<file path="src/rtl/ps2_key_event_if.sv">
// Event handshake bundle between the key-event FIFO and its CPU-side consumer.
interface ps2_key_event_if;
    logic       evt_valid;
    logic       evt_ready;
    logic [7:0] evt_code;
    logic       evt_ext;
    logic       evt_release;
    logic [7:0] evt_ascii;

    modport master (
        output evt_valid, evt_code, evt_ext, evt_release, evt_ascii,
        input  evt_ready
    );

    modport slave (
        input  evt_valid, evt_code, evt_ext, evt_release, evt_ascii,
        output evt_ready
    );
endinterface

</file>
<file path="src/rtl/ps2_key_event.sv">
// Resolves PS/2 Set-2 scan-code prefixes into key events with modifier tracking and
// ASCII translation, queued in a show-ahead FIFO behind a valid/ready port.
module ps2_key_event #(
    parameter int unsigned FIFO_DEPTH     = 4,
    parameter int unsigned TIMEOUT_CYCLES = 100000
) (
    input  logic            clk,
    input  logic            rst_n,
    input  logic [7:0]      code,
    input  logic            code_valid,
    ps2_key_event_if.master evt,
    output logic [2:0]      mods,
    output logic            overflow
);

    localparam int unsigned PTR_W = $clog2(FIFO_DEPTH);
    localparam int unsigned CNT_W = PTR_W + 1;
    localparam int unsigned TMR_W = $clog2(TIMEOUT_CYCLES + 1);

    typedef enum logic [2:0] {
        S_IDLE,
        S_EXT,
        S_REL,
        S_EXTREL,
        S_SKIP
    } state_t;

    state_t             state;
    logic [2:0]         skip_cnt;
    logic [TMR_W-1:0]   timer;

    logic               emit_now;
    logic               ext_now;
    logic               rel_now;
    logic [7:0]         ascii_now;
    logic               is_noise;

    logic               ev_valid_q;
    logic [7:0]         ev_code_q;
    logic               ev_ext_q;
    logic               ev_rel_q;
    logic [7:0]         ev_ascii_q;

    logic               lshift, rshift, lctrl, rctrl, caps;

    logic [17:0]        mem [FIFO_DEPTH];
    logic [PTR_W-1:0]   wr_ptr, rd_ptr;
    logic [CNT_W-1:0]   count;
    logic               full, pop, do_wr;

    function automatic logic [7:0] ascii_of(input logic [7:0] c, input logic sh,
                                            input logic cl, input logic ct);
        logic [7:0] letter;
        logic [7:0] digit;
        logic [7:0] res;
        letter = 8'h00;
        digit  = 8'h00;
        res    = 8'h00;
        case (c)
            8'h1C: letter = "a"; 8'h32: letter = "b"; 8'h21: letter = "c";
            8'h23: letter = "d"; 8'h24: letter = "e"; 8'h2B: letter = "f";
            8'h34: letter = "g"; 8'h33: letter = "h"; 8'h43: letter = "i";
            8'h3B: letter = "j"; 8'h42: letter = "k"; 8'h4B: letter = "l";
            8'h3A: letter = "m"; 8'h31: letter = "n"; 8'h44: letter = "o";
            8'h4D: letter = "p"; 8'h15: letter = "q"; 8'h2D: letter = "r";
            8'h1B: letter = "s"; 8'h2C: letter = "t"; 8'h3C: letter = "u";
            8'h2A: letter = "v"; 8'h1D: letter = "w"; 8'h22: letter = "x";
            8'h35: letter = "y"; 8'h1A: letter = "z";
            8'h45: digit = "0";  8'h16: digit = "1";  8'h1E: digit = "2";
            8'h26: digit = "3";  8'h25: digit = "4";  8'h2E: digit = "5";
            8'h36: digit = "6";  8'h3D: digit = "7";  8'h3E: digit = "8";
            8'h46: digit = "9";
            8'h29: res = 8'h20;
            8'h5A: res = 8'h0D;
            8'h66: res = 8'h08;
            8'h0D: res = 8'h09;
            8'h76: res = 8'h1B;
            default: res = 8'h00;
        endcase
        if (letter != 8'h00) begin
            if (ct)
                res = letter & 8'h1F;
            else if (sh ^ cl)
                res = letter - 8'h20;
            else
                res = letter;
        end else if (digit != 8'h00) begin
            res = sh ? 8'h00 : digit;
        end
        return res;
    endfunction

    assign is_noise = (code == 8'hFA) || (code == 8'hAA) || (code == 8'hEE) ||
                      (code == 8'hFE) || (code == 8'h00) || (code == 8'hFF);

    // Decode whether the byte arriving now completes an event, and its flavour.
    always_comb begin
        emit_now = 1'b0;
        ext_now  = 1'b0;
        rel_now  = 1'b0;
        if (code_valid) begin
            case (state)
                S_IDLE:   emit_now = (code != 8'hE0) && (code != 8'hF0) &&
                                     (code != 8'hE1) && !is_noise;
                S_EXT: begin
                    emit_now = (code != 8'hF0) && (code != 8'hE0);
                    ext_now  = 1'b1;
                end
                S_REL: begin
                    emit_now = (code != 8'hF0);
                    rel_now  = 1'b1;
                end
                S_EXTREL: begin
                    emit_now = 1'b1;
                    ext_now  = 1'b1;
                    rel_now  = 1'b1;
                end
                default: emit_now = 1'b0;
            endcase
        end
        ascii_now = (emit_now && !ext_now && !rel_now) ?
                    ascii_of(code, lshift | rshift, caps, lctrl | rctrl) : 8'h00;
    end

    always_ff @(posedge clk or negedge rst_n) begin
        if (!rst_n) begin
            state    <= S_IDLE;
            skip_cnt <= '0;
            timer    <= '0;
        end else if (code_valid) begin
            timer <= '0;
            case (state)
                S_IDLE: begin
                    if (code == 8'hE0)
                        state <= S_EXT;
                    else if (code == 8'hF0)
                        state <= S_REL;
                    else if (code == 8'hE1) begin
                        state    <= S_SKIP;
                        skip_cnt <= 3'd7;
                    end
                end
                S_EXT: begin
                    if (code == 8'hF0)
                        state <= S_EXTREL;
                    else if (code != 8'hE0)
                        state <= S_IDLE;
                end
                S_REL:    if (code != 8'hF0) state <= S_IDLE;
                S_EXTREL: state <= S_IDLE;
                S_SKIP: begin
                    skip_cnt <= skip_cnt - 3'd1;
                    if (skip_cnt == 3'd1)
                        state <= S_IDLE;
                end
                default:  state <= S_IDLE;
            endcase
        end else if (state != S_IDLE) begin
            if (timer == TMR_W'(TIMEOUT_CYCLES - 1)) begin
                state <= S_IDLE;
                timer <= '0;
            end else begin
                timer <= timer + TMR_W'(1);
            end
        end
    end

    always_ff @(posedge clk or negedge rst_n) begin
        if (!rst_n) begin
            ev_valid_q <= 1'b0;
            ev_code_q  <= '0;
            ev_ext_q   <= 1'b0;
            ev_rel_q   <= 1'b0;
            ev_ascii_q <= '0;
        end else begin
            ev_valid_q <= emit_now;
            if (emit_now) begin
                ev_code_q  <= code;
                ev_ext_q   <= ext_now;
                ev_rel_q   <= rel_now;
                ev_ascii_q <= ascii_now;
            end
        end
    end

    // Modifiers change with the emitting byte, so they are live one cycle before the event is queued.
    always_ff @(posedge clk or negedge rst_n) begin
        if (!rst_n) begin
            lshift <= 1'b0;
            rshift <= 1'b0;
            lctrl  <= 1'b0;
            rctrl  <= 1'b0;
            caps   <= 1'b0;
        end else if (emit_now) begin
            case (code)
                8'h12: lshift <= !rel_now;
                8'h59: rshift <= !rel_now;
                8'h14: begin
                    if (ext_now)
                        rctrl <= !rel_now;
                    else
                        lctrl <= !rel_now;
                end
                8'h58: if (!ext_now && !rel_now) caps <= ~caps;
                default: ;
            endcase
        end
    end

    assign mods = {caps, lctrl | rctrl, lshift | rshift};

    assign full  = (count == CNT_W'(FIFO_DEPTH));
    assign pop   = evt.evt_valid && evt.evt_ready;
    assign do_wr = ev_valid_q && (!full || pop);

    always_ff @(posedge clk or negedge rst_n) begin
        if (!rst_n) begin
            wr_ptr   <= '0;
            rd_ptr   <= '0;
            count    <= '0;
            overflow <= 1'b0;
            for (int unsigned i = 0; i < FIFO_DEPTH; i++)
                mem[i] <= '0;
        end else begin
            overflow <= ev_valid_q && full && !pop;
            if (do_wr) begin
                mem[wr_ptr] <= {ev_code_q, ev_ext_q, ev_rel_q, ev_ascii_q};
                wr_ptr      <= wr_ptr + PTR_W'(1);
            end
            if (pop)
                rd_ptr <= rd_ptr + PTR_W'(1);
            case ({do_wr, pop})
                2'b10:   count <= count + CNT_W'(1);
                2'b01:   count <= count - CNT_W'(1);
                default: count <= count;
            endcase
        end
    end

    assign evt.evt_valid   = (count != '0);
    assign evt.evt_code    = mem[rd_ptr][17:10];
    assign evt.evt_ext     = mem[rd_ptr][9];
    assign evt.evt_release = mem[rd_ptr][8];
    assign evt.evt_ascii   = mem[rd_ptr][7:0];

endmodule

</file>
<file path="src/flat_wrapper.sv">
// flat-port wrapper written by rule: the top's interface ports become plain ports
module ps2_key_event_flat 
#(
    parameter int unsigned FIFO_DEPTH     = 4,
    parameter int unsigned TIMEOUT_CYCLES = 100000
)
  (clk, rst_n, code, code_valid, mods, overflow, evt_evt_valid, evt_evt_code, evt_evt_ext, evt_evt_release, evt_evt_ascii, evt_evt_ready);
  ps2_key_event_if evt_i ();
  input  logic clk;
  input  logic rst_n;
  input  logic [7:0] code;
  input  logic code_valid;
  output logic [2:0] mods;
  output logic overflow;
  output wire logic [$bits(evt_i.evt_valid)-1:0] evt_evt_valid;
  output wire logic [$bits(evt_i.evt_code)-1:0] evt_evt_code;
  output wire logic [$bits(evt_i.evt_ext)-1:0] evt_evt_ext;
  output wire logic [$bits(evt_i.evt_release)-1:0] evt_evt_release;
  output wire logic [$bits(evt_i.evt_ascii)-1:0] evt_evt_ascii;
  input wire logic [$bits(evt_i.evt_ready)-1:0] evt_evt_ready;
  assign evt_evt_valid = evt_i.evt_valid;
  assign evt_evt_code = evt_i.evt_code;
  assign evt_evt_ext = evt_i.evt_ext;
  assign evt_evt_release = evt_i.evt_release;
  assign evt_evt_ascii = evt_i.evt_ascii;
  assign evt_i.evt_ready = evt_evt_ready;
  ps2_key_event #(.FIFO_DEPTH(FIFO_DEPTH), .TIMEOUT_CYCLES(TIMEOUT_CYCLES)) u_core (.clk(clk), .rst_n(rst_n), .code(code), .code_valid(code_valid), .evt(evt_i), .mods(mods), .overflow(overflow));
endmodule
</file>
<file path="config.mk">
export PLATFORM = sky130hd
export DESIGN_NAME = ps2_key_event_flat
export DESIGN_NICKNAME = d
export VERILOG_FILES = /design/src/rtl/ps2_key_event_if.sv /design/src/rtl/ps2_key_event.sv /design/src/flat_wrapper.sv
export SDC_FILE = /design/constraint.sdc
export NUM_CORES = 1
export LEC_CHECK = 0
export CORE_MARGIN = 2
export CORE_UTILIZATION = 60
export DETAILED_ROUTE_END_ITERATION = 8
export MAX_ROUTING_LAYER = met4
export PLACE_DENSITY = 0.83
export SETUP_SLACK_MARGIN = 0.2
export SLEW_MARGIN = 20
export SYNTH_ARGS = -nofsm -noshare
export SYNTH_HDL_FRONTEND = slang
export SYNTH_SLANG_ARGS = --single-unit
</file>
<file path="constraint.sdc">
create_clock -name clk -period 3.8 [get_ports clk]
set_input_delay 1.14 -clock clk [delete_from_list [all_inputs] [get_ports clk]]
set_output_delay 1.14 -clock clk [all_outputs]
set_load 0.03 [all_outputs]
</file>
# Yosys cells after proc, flatten, opt, wreduce, memory -nomap -nowiden
# Index checks and enable logic that the tools add are counted.
[word_totals] input_bits=12 out_inout_bits=23 register_bits=127 elab_cells=191
[classes] order_cmp=3 n_reduce_logical=41 muxes=40 n_eq_ne=72 n_bitwise=7 addsub=7
[op_table] cell="$eq A8 B6 Y1 const B" count=23
[op_table] cell="$pmux W7 S26" count=1
[op_table] cell="$eq A8 B7 Y1 const B" count=12
[op_table] cell="$bwmux W72" count=1
[op_table] cell="$eq A8 B5 Y1 const B" count=9
[op_table] cell="$eq A8 B8 Y1 const B" count=8
[op_table] cell="$pmux W6 S10" count=1
[op_table] cell="$mux W18" count=3
[op_table] cell="$mux W17" count=3
[op_table] cell="$mux W8" count=5
[op_table] cell="$mux W3" count=13
[op_table] cell="$bmux W18 S2" count=1
[op_table] cell="$demux W18 S2" count=1
[op_table] cell="$pmux W6 S5" count=1
[op_table] cell="$ne A8 B8 Y1 const B" count=3
[op_table] cell="$add A17 B1 Y17 const B" count=1
[op_table] cell="$eq A17 B17 Y1 const B" count=1
[op_table] cell="$reduce_bool A8 Y1" count=2
[op_table] cell="$pmux W3 S2" count=2
[op_table] cell="$pmux W3 S4" count=1
[op_table] cell="$logic_and A1 B1 Y1" count=11
[op_table] cell="$reduce_and A3 Y1" count=3
[op_table] cell="$eq A8 B4 Y1 const B" count=1
[op_table] cell="$logic_not A8 Y1" count=1
[op_table] cell="32 further kinds" count=62

# Longest topological paths before layout
[depth] depth_word=13 mapped_depth=12 mapped_depth_nobuf=9

# Worst setup path after synthesis
# Ideal clock, no wire load.
[synth_path] path_type="input to register" from="in code[4]" to="reg u_core.ev_ascii_q[4]" n_path_buf=2 setup_ps=122 arrival_ps=3053 setup_slack_ps=625 cell_stages=8 cell_sequence="buf_2 > buf_4 > xnor2_1 > mux2_4 > a311oi_2 > a21oi_1 > or4_1 > a32o_1"
[synth_via] elab_chain_len=13 elab_cells_between_ends=75
[synth_rtl] item="start, declared" line="flat_wrapper.sv:11" text="input logic [7:0] code;"
[synth_rtl] item="parallel branches: the longest is 13 deep, another holds $sub A7 B6 Y8"
[synth_rtl] item="end signal, assigned" line="ps2_key_event.sv:181" text="ev_ascii_q <= ascii_now;"
[synth_rtl] item="end, declared" line="ps2_key_event.sv:42" text="logic [7:0] ev_ascii_q;"
# Parallel ways; which one is timed is not known.
# A chain may end at the register's enable or synchronous reset.

# Worst setup path after layout
[layout_path] from="reg u_core.rd_ptr[0]" to="out evt_evt_ascii[2]"
[layout_via] elab_chain_len=4
[layout_rtl] item="start, declared" line="ps2_key_event.sv:47" text="logic [PTR_W-1:0] wr_ptr, rd_ptr;"
[layout_rtl] item="start signal, assigned" line="ps2_key_event.sv:231" text="rd_ptr <= rd_ptr + PTR_W'(1);"
[layout_rtl] item="$not A2 Y3 (implied by the code)" line="ps2_key_event.sv:244" text="assign evt.evt_ascii = mem[rd_ptr][7:0];"
[layout_rtl] item="$bmux W18 S2" line="ps2_key_event.sv:244"
[layout_rtl] item="$mux W18 (2 in series)"
[layout_rtl] item="end, declared" line="flat_wrapper.sv:19" text="output wire logic [$bits(evt_i.evt_ascii)-1:0] evt_evt_ascii;"
# Every way passes these cells. The select of a mux whose other input is x is not followed.

==> results.env <==
RUN_STATUS='finished, final reports clean'
AREA.GROWTH.SYNTH_TO_FINAL_PCT=19.6
CPPEAKSTAGEDELAY_NS=0.62
WORST_SETUP_HOLD_PATH_CLK_SLEW_NS=0.06
INSERTEDDIODECOUNT=0
SEQUENCE_OF_CELLS_ON_THE_CRITICAL_PATH='buf_4, mux4_2, clkdlybuf4s50_1'
REGTOREGSETUPSLACK_NS=1.46
SYNTH_FF_TYPE='sky130_fd_sc_hd__dfrtp_1'
CTS_MAX_LEVEL=4
SETUP_VIOLATIONS=0
DESIGN.PORTCOUNT=35
PORT_BUFFERS=34
CTS_MAX_PATH_BUFS=2
SYN-CELL-AREA_MM2=0.00692
CLOCK_SKEW_NS=0.0113
CTS_NUM_SINKS=127
PERIOD_NEEDED_NS=3.45
MULTIINPUTGATEAREA_MM2=0.00345
WORST_SLEW_PIN_SLEW_NS=0.900
GP_CONGESTION=0.959
TOTAL_POWER_W=0.00582
CTS.REPAIR.RESIZED=0
NUMBER_OF_REGISTER_BITS_INFERRED_BY_SYNTHESIS=127
REG2REG_FROM='u_core.count[1]'
SYNTH_AREA_LEADER_CELL='sky130_fd_sc_hd__dfrtp_1'
FIN_SETUP_TNS_NS=0
INITIAL_CORE_UTIL_PCT=61.1
DIE_H_UM=111
END_KIND='output port'
SYN_AVG_CELL_AREA_UM2=11.3
WORST-PATH-BUF-INV=2
DETAIL_ROUTE.WIRELENGTH_MM=17.2
DRT_ITER0_DRC=494
FIRST_PASS_ITERS=5
TOTAL_OF_MAX_CAP_VIOLATIONS=0
DIE_AREA_MM2=0.0124
OVERFLOW=0
YOSYSWARNINGCOUNT=0
MAX_FREQ_MHz=290
RSZ0062_AT_GRT='false'
WORSTSKEWPAIRLATENCY_NS=0.41
POWER_DENSITY_mW_PER_MM2=703
MAX-SLEW-MARGIN-REL_PCT=40.0
FINAL_UTIL_PCT=73.1
N_FILL_CELL=740
CTS.ROOT.BUFFER_CELL='sky130_fd_sc_hd__clkbuf_16'
POST-SYNTH-TOP-AREA-FRACTION_PCT=45.9
WIDTH_OF_THE_DIE_UM=111
POST_CTS_SETUP_REPAIR_BUFFER_COUNT=0
WORST_SETUP_PATH_START_KIND='flop'
WORST-PATH-MAX-FANOUT=20
REPORT.FINAL.SLEW_VIOL_COUNT=0
GRT_FIRST_PASS_WIRELENGTH_MM=28.5
CTS.HOLD.BUFFERS_ADDED=0
DRC_ERRORS=0
MIN_FROM='u_core.ev_valid_q'
P_LEAK_nW=3.72
GRT_MAX_DEGREE=71
NETLIST-CELL-TYPE-COUNT=70
POST_SYNTH_MAIN_AREA_CONTRIBUTORS='sky130_fd_sc_hd__dfrtp_1 46%, sky130_fd_sc_hd__mux2_2 13%, sky130_fd_sc_hd__mux4_2 5.9%, sky130_fd_sc_hd__nor2_1 2.1%, sky130_fd_sc_hd__ha_1 1.8%'
DRIVE_ABOVE_1_SHARE_PCT=27.4
ANTENNA_VIOLATING_NETS_POST_ROUTE=0
WORSTSETUPPATHTYPE='flop to output port'
REGISTER_AREA_MM2=0.00318
CRIT_ARRIVAL_NS=2.31
POST_SYNTH_INST_COUNT=610
CORE.ROWCOUNT=39
PERIOD_SHARE_PCT=90.8
WL_PER_CELL_UM=20.9
WORST_IR_DROP_VDD_uV=711
SYNTH-EDFF-COUNT=0
WORSTHOLDPATHTYPE='flop to flop'
SETUP.WORST_PATH.START='u_core.rd_ptr[0]'
VIA_COUNT_OF_THE_FIRST_GLOBAL_ROUTING_PASS=5400
YS_SEQ_AREA_SHARE_PCT=45.9
NUMBER_OF_NETS_AT_THE_END_OF_THE_FLOW=695
CP_SLOWEST_CELL='sky130_fd_sc_hd__clkdlybuf4s50_1'
FINALHOLDVIOLATIONS=0
POSTSYNTH.ASYNCRESETSHARE_PCT=100
GRT_ANTENNA_BEFORE_REPAIR=0
VIAS_PER_CELL=6.34
GLOBALROUTETOTALUTIL_PCT=30.2
SYN_NETS=633
DP_HPWL_MM=11.5
CTS_TREE='built'
CTS_INSERTED_BUFFERS=17
CRIT_PATH_MAX_DELAY_FAMILY='buffers and inverters'
WORST_PATH_REQUIRED_NS=2.66
ROUTE.VIAS.TOTAL=5238
DESIGN.CORE.AREA_MM2=0.0113
report_power, final:
group	switching, W	total, W	internal, W
sequential	0.000352	0.00217	0.00182
clock	0.000541	0.00155	0.00101
combinational	0.00103	0.00210	0.00106
total	0.00193	0.00582	0.00389
area by class of cell:
type | instances | area share, %
well taps | 143 | 2.16
clock buffers | 25 | 6.35
inverters | 23 | 1.04
multi-input cells | 419 | 41.7
clock inverters | 5 | 0.635
repair buffers | 84 | 9.68
flip-flops and latches | 127 | 38.4
layout by cell type (no fill, tap or decap), types with 17 or more instances in the layout:
cell type	instances
sky130_fd_sc_hd__dfrtp_1	127
sky130_fd_sc_hd__mux2_2	81
sky130_fd_sc_hd__buf_4	44
sky130_fd_sc_hd__nor2_1	39
sky130_fd_sc_hd__clkdlybuf4s50_1	33
sky130_fd_sc_hd__nand2_1	31
sky130_fd_sc_hd__inv_1	23
sky130_fd_sc_hd__nand3_1	22
sky130_fd_sc_hd__mux4_2	18
sky130_fd_sc_hd__o21ai_0	18
sky130_fd_sc_hd__clkbuf_16	17
stage by stage:
step / cells / worst slack, ns / hold WS [ns] / cell area, um2
after floorplan: 610 / 0.625 / 0.445 / 6920
after global placement: 796 / 0.120 / 0.464 / 7700
after detailed placement: 796 / 0.0368 / 0.474 / 7700
after CTS: 826 / 0.310 / 0.478 / 8270
after global routing: 826 / 0.265 / 0.502 / 8270
final: 826 / 0.349 / 0.480 / 8270
flip-flops by register name, summed over array words and instances, names as in the netlist, 2 cells and up:
| register | flops |
|---|---|
| u_core.wr_ptr | 2 |
| u_core.state | 3 |
| u_core.skip_cnt | 3 |
| u_core.ev_code_q | 8 |
| u_core.rd_ptr | 2 |
| u_core.timer | 17 |
| u_core.ev_ascii_q | 8 |
| u_core.mem | 72 |
| u_core.count | 3 |
kinds of logic (layout without fill, tap and decap cells):
family	Yosys count	count (layout)	synth area share [%]
and+or+nand+nor	182	182	14.6
DFF	127	127	45.9
buffers and inverters	64	137	4.19
muxes	105	105	20.0
AOI/OAI and AO/OA	99	99	10.4
xor gates and xnor gates	22	22	2.78
adders and majority gates	11	11	2.10
cells in the mapped netlist, types with 5 or more instances:
| master | n |
|---|---|
| sky130_fd_sc_hd__a21o_1 | 5 |
| sky130_fd_sc_hd__a21oi_1 | 14 |
| sky130_fd_sc_hd__a41oi_1 | 5 |
| sky130_fd_sc_hd__and3_1 | 10 |
| sky130_fd_sc_hd__buf_2 | 12 |
| sky130_fd_sc_hd__clkbuf_1 | 21 |
| sky130_fd_sc_hd__dfrtp_1 | 127 |
| sky130_fd_sc_hd__ha_1 | 10 |
| sky130_fd_sc_hd__inv_1 | 23 |
| sky130_fd_sc_hd__mux2_2 | 81 |
| sky130_fd_sc_hd__mux2i_1 | 5 |
| sky130_fd_sc_hd__mux4_2 | 18 |
| sky130_fd_sc_hd__nand2_1 | 31 |
| sky130_fd_sc_hd__nand2b_1 | 6 |
| sky130_fd_sc_hd__nand3_1 | 22 |
| sky130_fd_sc_hd__nand4_1 | 9 |
| sky130_fd_sc_hd__nor2_1 | 39 |
| sky130_fd_sc_hd__nor2b_1 | 10 |
| sky130_fd_sc_hd__nor3_1 | 6 |
| sky130_fd_sc_hd__nor4b_1 | 7 |
| sky130_fd_sc_hd__o211ai_1 | 5 |
| sky130_fd_sc_hd__o21ai_0 | 18 |
| sky130_fd_sc_hd__o31ai_1 | 7 |
| sky130_fd_sc_hd__or3_1 | 5 |
| sky130_fd_sc_hd__xnor2_1 | 12 |
| sky130_fd_sc_hd__xor2_1 | 10 |
metal layers:
layer	track usage, %	routed length [um]	vias to the layer above	share of wire (%)
li1	-	-	2372	-
met1	39.6	7400	2632	43
met2	47.7	8680	196	50
met3	5.44	806	38	4.7
met4	11.4	365	0	2.1
met5	-	0	-	0
path summary, 6_finish.rpt:
| check | end | cells after the start |
|---|---|---|
| setup / recovery | evt_evt_ascii[2] | 3 |
| hold / removal | u_core.overflow | 1 |
| setup reg to reg | u_core.count[2] | 9 |
| hold reg to reg | u_core.overflow | 1 |
| max in group asynchronous | u_core.ev_code_q[3] | 2 |
| min in group asynchronous | u_core.mem[47] | 1 |
Note: power is estimated with default switching activity, not from simulation.
